$ cat src/rtl/inst_queue_pkg.sv
// Shared operation encodings and RV32 opcode/funct constants used by the
// instruction queue, order manager and reservation stations.
package inst_queue_pkg;

    typedef enum logic [2:0] {
        OpAdd  = 3'd0,
        OpSub  = 3'd1,
        OpMul  = 3'd2,
        OpAddi = 3'd3,
        OpLw   = 3'd4,
        OpSw   = 3'd5
    } op_e;

    localparam logic [6:0] OpcOp     = 7'b0110011;
    localparam logic [6:0] OpcOpImm  = 7'b0010011;
    localparam logic [6:0] OpcLoad   = 7'b0000011;
    localparam logic [6:0] OpcStore  = 7'b0100011;

    localparam logic [2:0] F3AddSub  = 3'b000;
    localparam logic [2:0] F3Word    = 3'b010;

    localparam logic [6:0] F7Base    = 7'b0000000;
    localparam logic [6:0] F7Sub     = 7'b0100000;
    localparam logic [6:0] F7MulDiv  = 7'b0000001;

    // Stores carry no destination; immediate forms carry no second source.
    function automatic logic op_has_rd(logic [2:0] op);
        return op != OpSw;
    endfunction

    function automatic logic op_has_rs2(logic [2:0] op);
        return (op == OpAdd) || (op == OpSub) || (op == OpMul) || (op == OpSw);
    endfunction

endpackage

$ cat src/rtl/inst_queue_decode.sv
// Combinational decoder: maps an RV32 word onto the queue's operation code
// and flags words outside the supported subset.
module inst_decode
    import inst_queue_pkg::*;
(
    input  logic [31:0] instr_i,
    output logic [2:0]  operation_o,
    output logic        legal_o
);

    logic [6:0] opcode;
    logic [2:0] funct3;
    logic [6:0] funct7;

    assign opcode = instr_i[6:0];
    assign funct3 = instr_i[14:12];
    assign funct7 = instr_i[31:25];

    always_comb begin
        operation_o = OpAdd;
        legal_o     = 1'b0;
        case (opcode)
            OpcOp: begin
                if (funct3 == F3AddSub) begin
                    case (funct7)
                        F7Base:   begin operation_o = OpAdd; legal_o = 1'b1; end
                        F7Sub:    begin operation_o = OpSub; legal_o = 1'b1; end
                        F7MulDiv: begin operation_o = OpMul; legal_o = 1'b1; end
                        default:  ;
                    endcase
                end
            end
            OpcOpImm: begin
                if (funct3 == F3AddSub) begin
                    operation_o = OpAddi;
                    legal_o     = 1'b1;
                end
            end
            OpcLoad: begin
                if (funct3 == F3Word) begin
                    operation_o = OpLw;
                    legal_o     = 1'b1;
                end
            end
            OpcStore: begin
                if (funct3 == F3Word) begin
                    operation_o = OpSw;
                    legal_o     = 1'b1;
                end
            end
            default: ;
        endcase
    end

endmodule

$ cat src/rtl/inst_queue.sv
// Decoded instruction FIFO between fetch and the order manager. Words are
// decoded on entry; the head is presented from registered storage only.
module inst_queue
    import inst_queue_pkg::*;
#(
    parameter int unsigned DEPTH = 8
) (
    input  logic        clk,
    input  logic        rst,
    input  logic        flush,
    input  logic        in_valid,
    input  logic [31:0] in_instr,
    output logic        in_ready,
    input  logic        struct_haz,
    output logic        start,
    output logic [31:0] instruction,
    output logic [2:0]  operation,
    output logic [4:0]  rs1,
    output logic [4:0]  rs2,
    output logic [4:0]  rd,
    output logic [4:0]  count,
    output logic        illegal
);

    localparam int unsigned PtrW = $clog2(DEPTH);

    logic [PtrW-1:0] head_q, head_d;
    logic [PtrW-1:0] tail_q, tail_d;
    logic [4:0]      count_q, count_d;
    logic            illegal_q, illegal_d;

    logic [31:0] instr_mem [DEPTH];
    logic [2:0]  op_mem    [DEPTH];

    logic [2:0]  dec_op;
    logic        dec_legal;
    logic        full, accept, push, pop;
    logic [31:0] head_instr;
    logic [2:0]  head_op;

    inst_decode u_decode (
        .instr_i     (in_instr),
        .operation_o (dec_op),
        .legal_o     (dec_legal)
    );

    assign full     = count_q == 5'(DEPTH);
    assign in_ready = !full && !flush;
    assign start    = count_q != 5'd0;
    assign accept   = in_valid && in_ready;
    assign push     = accept && dec_legal;
    assign pop      = start && !struct_haz;

    always_comb begin
        head_d    = head_q;
        tail_d    = tail_q;
        count_d   = count_q;
        illegal_d = accept && !dec_legal;
        if (flush) begin
            head_d    = '0;
            tail_d    = '0;
            count_d   = 5'd0;
            illegal_d = 1'b0;
        end else begin
            // Power-of-two depth lets the pointers wrap by plain overflow.
            if (push) tail_d = tail_q + PtrW'(1);
            if (pop)  head_d = head_q + PtrW'(1);
            count_d = count_q + {4'b0, push} - {4'b0, pop};
        end
    end

    always_ff @(posedge clk) begin
        if (rst) begin
            head_q    <= '0;
            tail_q    <= '0;
            count_q   <= 5'd0;
            illegal_q <= 1'b0;
        end else begin
            head_q    <= head_d;
            tail_q    <= tail_d;
            count_q   <= count_d;
            illegal_q <= illegal_d;
        end
    end

    // Storage is not reset; validity is tracked by count alone.
    always_ff @(posedge clk) begin
        if (push && !rst) begin
            instr_mem[tail_q] <= in_instr;
            op_mem[tail_q]    <= dec_op;
        end
    end

    assign head_instr = instr_mem[head_q];
    assign head_op    = op_mem[head_q];

    always_comb begin
        instruction = 32'h0;
        operation   = 3'd0;
        rs1         = 5'd0;
        rs2         = 5'd0;
        rd          = 5'd0;
        if (start) begin
            instruction = head_instr;
            operation   = head_op;
            rs1         = head_instr[19:15];
            rs2         = op_has_rs2(head_op) ? head_instr[24:20] : 5'd0;
            rd          = op_has_rd(head_op)  ? head_instr[11:7]  : 5'd0;
        end
    end

    assign count   = count_q;
    assign illegal = illegal_q;

endmodule
$ cat config.mk
export PLATFORM = sky130hd
export DESIGN_NAME = inst_queue
export DESIGN_NICKNAME = d
export VERILOG_FILES = /design/src/rtl/inst_queue_pkg.sv /design/src/rtl/inst_queue_decode.sv /design/src/rtl/inst_queue.sv
export SDC_FILE = /design/constraint.sdc
export NUM_CORES = 1
export LEC_CHECK = 0
export CORE_ASPECT_RATIO = 0.9
export CORE_UTILIZATION = 50
export CTS_BUF_LIST = sky130_fd_sc_hd__clkbuf_4 sky130_fd_sc_hd__clkbuf_8
export CTS_CLUSTER_DIAMETER = 50
export DETAILED_ROUTE_END_ITERATION = 10
export MAX_ROUTING_LAYER = met4
export PLACE_DENSITY_LB_ADDON = 0.1
export SLEW_MARGIN = 5
export SYNTH_ARGS = -nofsm -noshare
export SYNTH_HDL_FRONTEND = slang
export SYNTH_HIERARCHICAL = 1
export SYNTH_SLANG_ARGS = --single-unit
$ cat constraint.sdc
create_clock -name clk -period 6 [get_ports clk]
set_clock_uncertainty 0.15 [all_clocks]
set_input_delay 0.6 -clock clk [delete_from_list [all_inputs] [get_ports clk]]
set_output_delay 0.6 -clock clk [all_outputs]
set_load 0.03 [all_outputs]
==> impl_table.tex <==
\begin{tabular}{lr}
\hline
Metric & Value \\
\hline
\multicolumn{2}{l}{\textbf{Critical path}} \\
Critical Path Sink Type & primary output \\
WP buf/inv & 1 \\
Slowest stage delay, CP & 0.86 ns \\
Cell Chain, Critical Path & mux4\_1 -> mux2i\_4 -> mux2i\_1 -> nor2b\_1 -> clkdlybuf4s50\_1 \\
Cells on worst reg2reg path & 14 \\
End of the worst register-to-register path & count[4] \\
Worst-case register-to-register setup slack & 2.65 ns \\
Termination of the worst setup path & rs2[3] \\
Family with the most delay on the worst path & multiplexers \\
Number of cells on the critical path & 5 \\
Required time of the critical path & 5.25 ns \\
Startpoint of the worst register-to-register path & count[2] \\
Critical path type & reg2out \\
Setup crit start kind & flip-flop \\
Slowest library cell on the worst path & dfxtp\_4 \\
Arrival time reported for the critical path endpoint & 3.79 ns \\
Critical path fanouts, max & 39 \\
\multicolumn{2}{l}{\textbf{STA}} \\
Final worst path period need & 4.538 ns \\
Hold violation total from the final report & 0 \\
Worst Max-Slew Pin Slew & 1.080 ns \\
Setup-failing EPs final & 0 \\
Crit share post-route & 75.63\% \\
Post-Route Hold Slack & 0.3627 ns \\
Achievable clock frequency & 0.2204 GHz \\
Worst-case headroom to the max-slew limit & 28.03\% \\
RSZ-0062 raised after global routing & false \\
Setup tns final & 0 ns \\
Final critical-path setup slack & 1.462 ns \\
Final slew viol count & 0 \\
\multicolumn{2}{l}{\textbf{Floorplan}} \\
Die span in y & 148.0 µm \\
Effective utilization at floorplan & 50.89\% \\
Std-Cell Rows & 53 \\
Horizontal extent of the die & 164.2 µm \\
Die area & 24310 µm² \\
Core area & 23280 µm² \\
IO Pins & 95 \\
\multicolumn{2}{l}{\textbf{Routing}} \\
Residual antenna-violating net count after detailed routing & 0 \\
Final wirelength & 22.66 mm \\
DRC & 0 \\
Detailed-route wire length per cell & 21.79 µm \\
Per-cell via count in the routed design & 5.563 \\
Iter 0 DRT Violations & 468 \\
Total via count in the routed design & 5785 \\
Router iterations before antenna repair & 4 \\
\multicolumn{2}{l}{\textbf{Cells and area}} \\
Commonest non-fill, non-tap cell in the layout & edfxtp\_1 \\
Filler-free cell count of the finished design & 1040 \\
Antenna fix cells & 0 \\
Post-Route Utilization & 60.42\% \\
Filler Cell Count & 1708 \\
Ratio of cells with drive above 1 in the final layout & 20.05\% \\
Top library cells by usage in the layout, fill and taps aside & edfxtp\_1 (280), clkdlybuf4s50\_1 (94), clkbuf\_8 (49) \\
Final non-filler cell area & 14060 µm² \\
Nets & 749 \\
Area overhead of the layout relative to synthesis & 18.73\% \\
\multicolumn{2}{l}{\textbf{Clocking}} \\
Worst-skew pair later-pin latency & 0.55 ns \\
Clk sinks & 295 \\
H-tree depth & 2 \\
Clock slew at the register clock pins of the worst setup and hold paths & 0.07 ns \\
Count of hold buffers inserted by post-cts repair & 0 \\
CTS tree & yes \\
TritonCTS buffer count & 47 \\
Resize count post-CTS & 0 \\
Clock root buffer & clkbuf\_8 \\
Count of buffers added by post-CTS timing repair for setup & 0 \\
Max clock buf depth & 3 \\
\multicolumn{2}{l}{\textbf{Place}} \\
Area post-placement & 13150 µm² \\
\# placed instances & 955 \\
Final weighted congestion in routability-driven placement & 0.7281 \\
Sum of net half-perimeters after detailed placement & 12.93 mm \\
Number of port buffers & 94 \\
Worst slack after detailed placement & 1.334 ns \\
\multicolumn{2}{l}{\textbf{Global route}} \\
Pin count of the biggest net entering global routing & 68 \\
Met3 track demand over resource & 3.339\% \\
GRT Resource Usage Total & 20.34\% \\
First-pass GRT wire length & 35.25 mm \\
Layer carrying the most global-route usage & met2 \\
Via count of the first global-routing pass & 6286 \\
GRT met1 Usage & 27.12\% \\
GRT overflow & 0 \\
Met2 track utilization from global routing & 32.41\% \\
Antenna violations before repair & 0 \\
\multicolumn{2}{l}{\textbf{Yosys}} \\
Number of flops mapped to enable cells by yosys & 280 \\
Seq/Total Area, Yosys & 73.52\% \\
Cell count after synthesis & 573 \\
Synthesized netlist net count & 620 \\
Summed instance area of the synthesized netlist & 11850 µm² \\
Number of distinct library cells after synthesis & 41 \\
Average cell area after synthesis & 20.67 µm² \\
Total of warnings raised by yosys & 6 \\
Most used DFF post-synth & edfxtp\_1 \\
Asr flop ratio synth & 0\% \\
Seq cells post-synth & 295 \\
\multicolumn{2}{l}{\textbf{Hold path}} \\
Worst min-delay path class & reg2reg \\
\multicolumn{2}{l}{\textbf{Run status}} \\
Result of the run & completed \\
\multicolumn{2}{l}{\textbf{Pwr}} \\
Worst IR Drop VDD & 0.0004482 V \\
Post-layout total power & 5.372 mW \\
Power density over the cells & 381.9 nW/µm² \\
Leakage power total & 4.340 nW \\
\multicolumn{2}{l}{\textbf{Flow run}} \\
Max-Cap Viols & 0 \\
\hline
\end{tabular}
==> power by group <==
group | total [mW] | internal [mW] | leakage, nW | switching, mW
combinational | 1.42 | 0.580 | 1.25 | 0.837
sequential | 2.31 | 2.26 | 2.61 | 0.0458
clock | 1.65 | 0.906 | 0.483 | 0.739
==> flip-flops by register name, summed over array words and instances (netlist names), named ones only <==
register / flops
instr_mem: 256
count: 5
illegal: 1
op_mem: 24
tail_q: 3
head_q: 3
==> synth_stat cells, types with 4 or more instances <==
| cell | number | area share, % |
|---|---|---|
| buf_2 | 9 | 0.38 |
| nor2b_1 | 10 | 0.53 |
| buf_4 | 5 | 0.32 |
| nand2b_1 | 14 | 0.74 |
| mux2i_1 | 25 | 2.1 |
| a21oi_1 | 17 | 0.72 |
| dfxtp_1 | 15 | 2.5 |
| edfxtp_1 | 280 | 71 |
| mux4_1 | 35 | 7.8 |
| buf_6 | 5 | 0.48 |
| nor2_1 | 37 | 1.2 |
| inv_1 | 10 | 0.32 |
| nand2_1 | 15 | 0.48 |
| mux4_2 | 35 | 6.7 |
| clkbuf_1 | 6 | 0.19 |
| nor4b_1 | 5 | 0.37 |
| xnor2_1 | 4 | 0.30 |
| ha_1 | 9 | 0.95 |
==> how the worst min path moves through the flow <==
stage	start	slack, ns	end	depth (start not counted)
after detailed placement	tail_q[0]	0.35	tail_q[0]	2
final	tail_q[0]	0.36	tail_q[0]	2
after global routing	head_q[1]	0.39	flip-flop	2
after floorplan	head_q[1]	0.32	flip-flop	2
after global placement	head_q[1]	0.33	flip-flop	2
after CTS	tail_q[0]	0.36	tail_q[0]	2
==> tightest hold or removal path: stages, from the launching register on <==
cell	delay, ns
dfxtp_1	0.34
nand2b_1	0.07
a21oi_1	0.06
==> metal layers <==
| metal | share of wire, % | up-vias |
|---|---|---|
| met1 | 44 | 2997 |
| met2 | 49 | 153 |
| met3 | 5.7 | 26 |
| li1 | - | 2609 |
| met5 | 0 | - |
| met4 | 1.2 | 0 |
==> cell families after synthesis <==
| kind of cell | after synthesis | synth area share [%] |
|---|---|---|
| compound gates | 24 | 1.162 |
| xor+xnor | 5 | 0.3697 |
| fa+ha+maj | 10 | 1.120 |
| buf+inv | 41 | 2.197 |
| flops | 295 | 73.52 |
| mux | 97 | 16.91 |
| simple gates | 101 | 4.721 |
==> layout make-up <==
cell class / instances / area (µm²) / share of cell area (%)
Sequential cell: 295 / 8717 / 61.98
Timing Repair Buffer: 111 / 1069 / 7.598
Multi-Input combinational cell: 237 / 2944 / 20.93
Inverter: 10 / 37.54 / 0.2669
Clock buffer: 66 / 802.0 / 5.703
Tap cell: 302 / 377.9 / 2.687
Clock inverter: 19 / 116.4 / 0.8274
Note: power is estimated with default switching activity, not from simulation.
==> RTL edit 1: new RTL, same settings <==
The parameter `DEPTH` goes from 8 to 4.
--- a/src/rtl/inst_queue.sv
+++ b/src/rtl/inst_queue.sv
@@ -4,5 +4,5 @@
     import inst_queue_pkg::*;
 #(
-    parameter int unsigned DEPTH = 8
+    parameter int unsigned DEPTH = 4
 ) (
     input  logic        clk,
Function: changed (Yosys sat finds a counterexample within 10 cycles, from zero or initial values).
==> RTL edit 1 against the unedited design <==
Cell area decreased by 45%; setup slack better by 0.28 ns; critical endpoint is now rs2[4]; combinational power grew 3%; global-route usage fell by 0.56 points; wire length fell by 50%; synthesized cell count down 41%; total power decreased by 37%; area after synthesis decreased by 47%; sequential cell count down 143; non-clock buffer count fell by 15.
==> RTL edit 1: results <==
metrics = {
    "global_route": {
        "grt_pass1_vias": 3355,
        "grt_util_met2_pct": 31.03,
        "grtUsageTotal_pct": 19.77,
        "gr-usage-met3_pct": 5.327,
    },
    "setup_path": {
        "reg2reg_slack_ns": 2.71,
        "arrival_ns": 3.51,
        "r2r_start": "count[3]",
        "cpLargestDelayFamily": "flip-flops",
    },
    "placement": {
        "placed_cell_area_mm2": 0.007330,
        "hpwl_um": 6589,
        "place.gp.congestion": 0.6739,
        "pre_cts_ws_ns": 1.750,
        "dp_cells": 575,
    },
    "clock_tree": {
        "htreeDepth": 4,
        "cts_buffers": 17,
        "clkLatencyLatePin_ns": 0.44,
    },
    "run_status": {
        "status": "finished clean",
    },
    "finish": {
        "clkbuf_count": 19,
        "area_growth_pct": 22.56,
        "clk_share_pct": 4.670,
        "nonClockInverterCount": 11,
        "regArea_mm2": 0.004447,
        "seq_cell_count": 152,
        "signal_buffers": 96,
        "multi_input_area_share_pct": 21.92,
        "largest_reg_flops": 128,
    },
    "sta": {
        "max_slew.worst_pin.slew_ns": 1.120,
        "hold_slack_ns": 0.3727,
        "period_needed_ns": 4.255,
    },
    "synthesis": {
        "synth_cells": 339,
        "netlist_top_cells_area": "edfxtp_1, mux4_2, nor2b_1",
        "synth_seq_area_share_pct": 70.84,
        "synth_commonest_cells": "edfxtp_1, nor2b_1, mux4_2",
    },
    "power": {
        "p_leak_nw": 2.422,
        "power_switching_w": 0.001254,
        "internal_power_w": 0.002124,
        "clkPwrFrac_pct": 21.1,
    },
    "floorplan": {
        "tapcell.inserted": 160,
    },
    "min_path": {
        "min_from": "head_q[1]",
    },
    "routing": {
        "via_per_inst": 5.460,
        "routed_wl_um": 11280,
        "met3WireLength_um": 517,
    },
}
==> RTL edit 1: cell types whose count changed in the layout (fill, tap and decap cells not counted), moves of 10 or more <==
| cell | change |
|---|---|
| mux2i_1 | -19 |
| a21oi_1 | -13 |
| nand2_1 | -13 |
| nor2b_1 | +30 |
| edfxtp_1 | -140 |
| a211oi_1 | +10 |
| mux4_1 | -31 |
| nand2b_1 | -13 |
| clkbuf_8 | -32 |
| buf_4 | -15 |
| clkbuf_4 | -15 |
| nor2_1 | -21 |
==> RTL edit 1: cells by family (layout without fill, tap and decap cells) <==
group                      after synthesis  count (layout)  share of synthesized area, %
AOI/OAI and AO/OA                       23              23                         3.111
buffers and inverters                   31             138                         2.513
muxes                                   37              37                         12.21
adders and majority gates               11              11                         2.314
xor gates and xnor gates                 6               6                        0.8376
and+or+nand+nor                         79              79                         8.177
DFF                                    152             152                         70.84
==> RTL edit 2: new RTL, same settings <==
Without the edit above. Put one more register stage on the output `count`, with the module's reset. The value now appears one clock later. The other outputs are not delayed to match.
--- a/src/rtl/inst_queue.sv
+++ b/src/rtl/inst_queue.sv
@@ -110,5 +110,11 @@
     end
 
-    assign count   = count_q;
+    always_ff @(posedge clk) begin
+        if (rst) begin
+            count <= '0;
+        end else begin
+            count <= count_q;
+        end
+    end
     assign illegal = illegal_q;
 
Behaviour: not the same (Yosys sat finds a counterexample within 4 cycles, from zero or initial values and one cycle with rst high).
==> RTL edit 2 against the unedited design <==
Area after synthesis increased by 0.98%; setup slack got worse by 0.060 ns; sequential cell count increased by 5; cell area increased by 0.84%; sequential power increased by 2%; wire length increased by 2.3%; total power increased by 1.3%; hold slack improved by 0.0040 ns; critical path depth unchanged; largest power group unchanged.
==> RTL edit 2: results <==
metrics = {
    "min_path": {
        "hold_class": "reg2reg",
        "min_from": "head_q[1]",
        "holdPathStages": 2,
    },
    "synthesis": {
        "synth_seq_area_share_pct": 73.64,
        "ys_types": 42,
        "synth_commonest_cells": "edfxtp_1, nor2_1, mux4_1, mux4_2, mux2i_1",
        "syn-num-nets": 636,
        "synth_edf_count": 280,
        "netlist_top_cells_area": "edfxtp_1, mux4_1, mux4_2",
    },
    "global_route": {
        "grt_pass1_wl_um": 35270,
        "antenna_found_initial": 0,
        "grt_pass1_vias": 6225,
        "grtUsageTotal_pct": 20.22,
    },
    "clock_tree": {
        "cts_buffers": 48,
        "postCtsSetupRepairBufs": 0,
        "clockBufferDepth": 3,
        "post_cts_resized": 0,
        "clock-root-buffer": "clkbuf_8",
        "clk_pin_slew_ns": 0.06,
        "clkLatencyLatePin_ns": 0.56,
        "htreeDepth": 2,
    },
    "finish": {
        "fillCellCount": 1726,
        "antenna_cells": 0,
        "fin_nets": 762,
        "reg.largest.list": "instr_mem x256, op_mem x24",
        "drive_gt1_share_pct": 19.31,
    },
    "placement": {
        "io_buffers": 94,
        "place.gp.congestion": 0.7626,
        "hpwl_um": 13000,
    },
    "power": {
        "combPwrFrac_pct": 26.1,
        "seq_power_w": 0.00235,
        "internal_power_w": 0.003794,
        "max-vdd-ir-drop_v": 0.0002792,
        "p_leak_nw": 4.382,
        "pg_comb_w": 0.00142,
    },
    "setup_path": {
        "worstPathMaxFanout": 49,
        "reg2reg_slack_ns": 2.41,
        "arrival_ns": 3.85,
        "crit_path_start_kind": "register",
        "crit_path_max_incr_delay_ns": 0.97,
        "r2r_start": "count_q[2]",
        "r2r-end": "count_q[4]",
        "ff2ff_path_depth": 13,
    },
    "routing": {
        "wl_per_cell_um": 22.02,
        "drtIter0Drc": 315,
        "dr.pass1.iters": 6,
        "via_per_inst": 5.519,
    },
    "sta": {
        "max_slew.worst_pin.slew_ns": 1.069,
    },
    "run_status": {
        "status": "finished clean",
    },
}
-- RTL edit 2: cell type report --
class | instances | area share [%]
Clock buffer | 63 | 5.629
Sequential cell | 300 | 62.18
Tap cell | 302 | 2.665
Timing Repair Buffer | 107 | 7.500
Multi-Input combinational cell | 249 | 20.82
Inverter | 9 | 0.2382
Clock inverter | 23 | 0.9705
-- RTL edit 2: worst max path at each step --
stage                      endpoint  slack (ns)  cells after the start
finish                       rs2[4]        1.40                      5
global route             count_q[4]        1.01                     16
detailed placement       count_q[4]        0.73                     16
CTS                          rs2[3]        1.28                      5
floorplan           instr_mem[2][0]        0.86                      7
global placement         count_q[4]        1.15                     16
-- RTL edit 2: metrics by stage --
stage | hold slack [ns] | std cells | util (%) | cell area (µm²) | setup slack (ns)
after floorplan | 0.3216 | 589 | - | 11960 | 0.8585
after global placement | 0.3272 | 967 | 56.58 | 13250 | 1.145
after detailed placement | 0.3619 | 967 | 56.58 | 13250 | 0.7300
after CTS | 0.3746 | 1053 | 60.58 | 14180 | 1.276
after global routing | 0.3922 | 1053 | 60.58 | 14180 | 1.009
final | 0.3667 | 1053 | 60.58 | 14180 | 1.402
-- RTL edit 2: cell families (layout without fill, tap and decap cells) --
| family | after synthesis | after routing | share of synthesized area [%] |
|---|---|---|---|
| DFF | 300 | 300 | 73.64 |
| and+or+nand+nor | 113 | 113 | 4.906 |
| muxes | 96 | 96 | 16.66 |
| buffers and inverters | 40 | 202 | 2.144 |
| AOI/OAI and AO/OA | 24 | 24 | 1.098 |
| adders and majority gates | 10 | 10 | 1.109 |
| xor gates and xnor gates | 6 | 6 | 0.4393 |
-- RTL edit 2: routing by layer --
layer  track usage (%)  vias up  wire, µm
met5                 -        -         0
met4             5.780        0       358
met3             3.892       35      1391
met2             32.20      152     11300
met1             26.70     2982     10130
li1                  -     2642         -
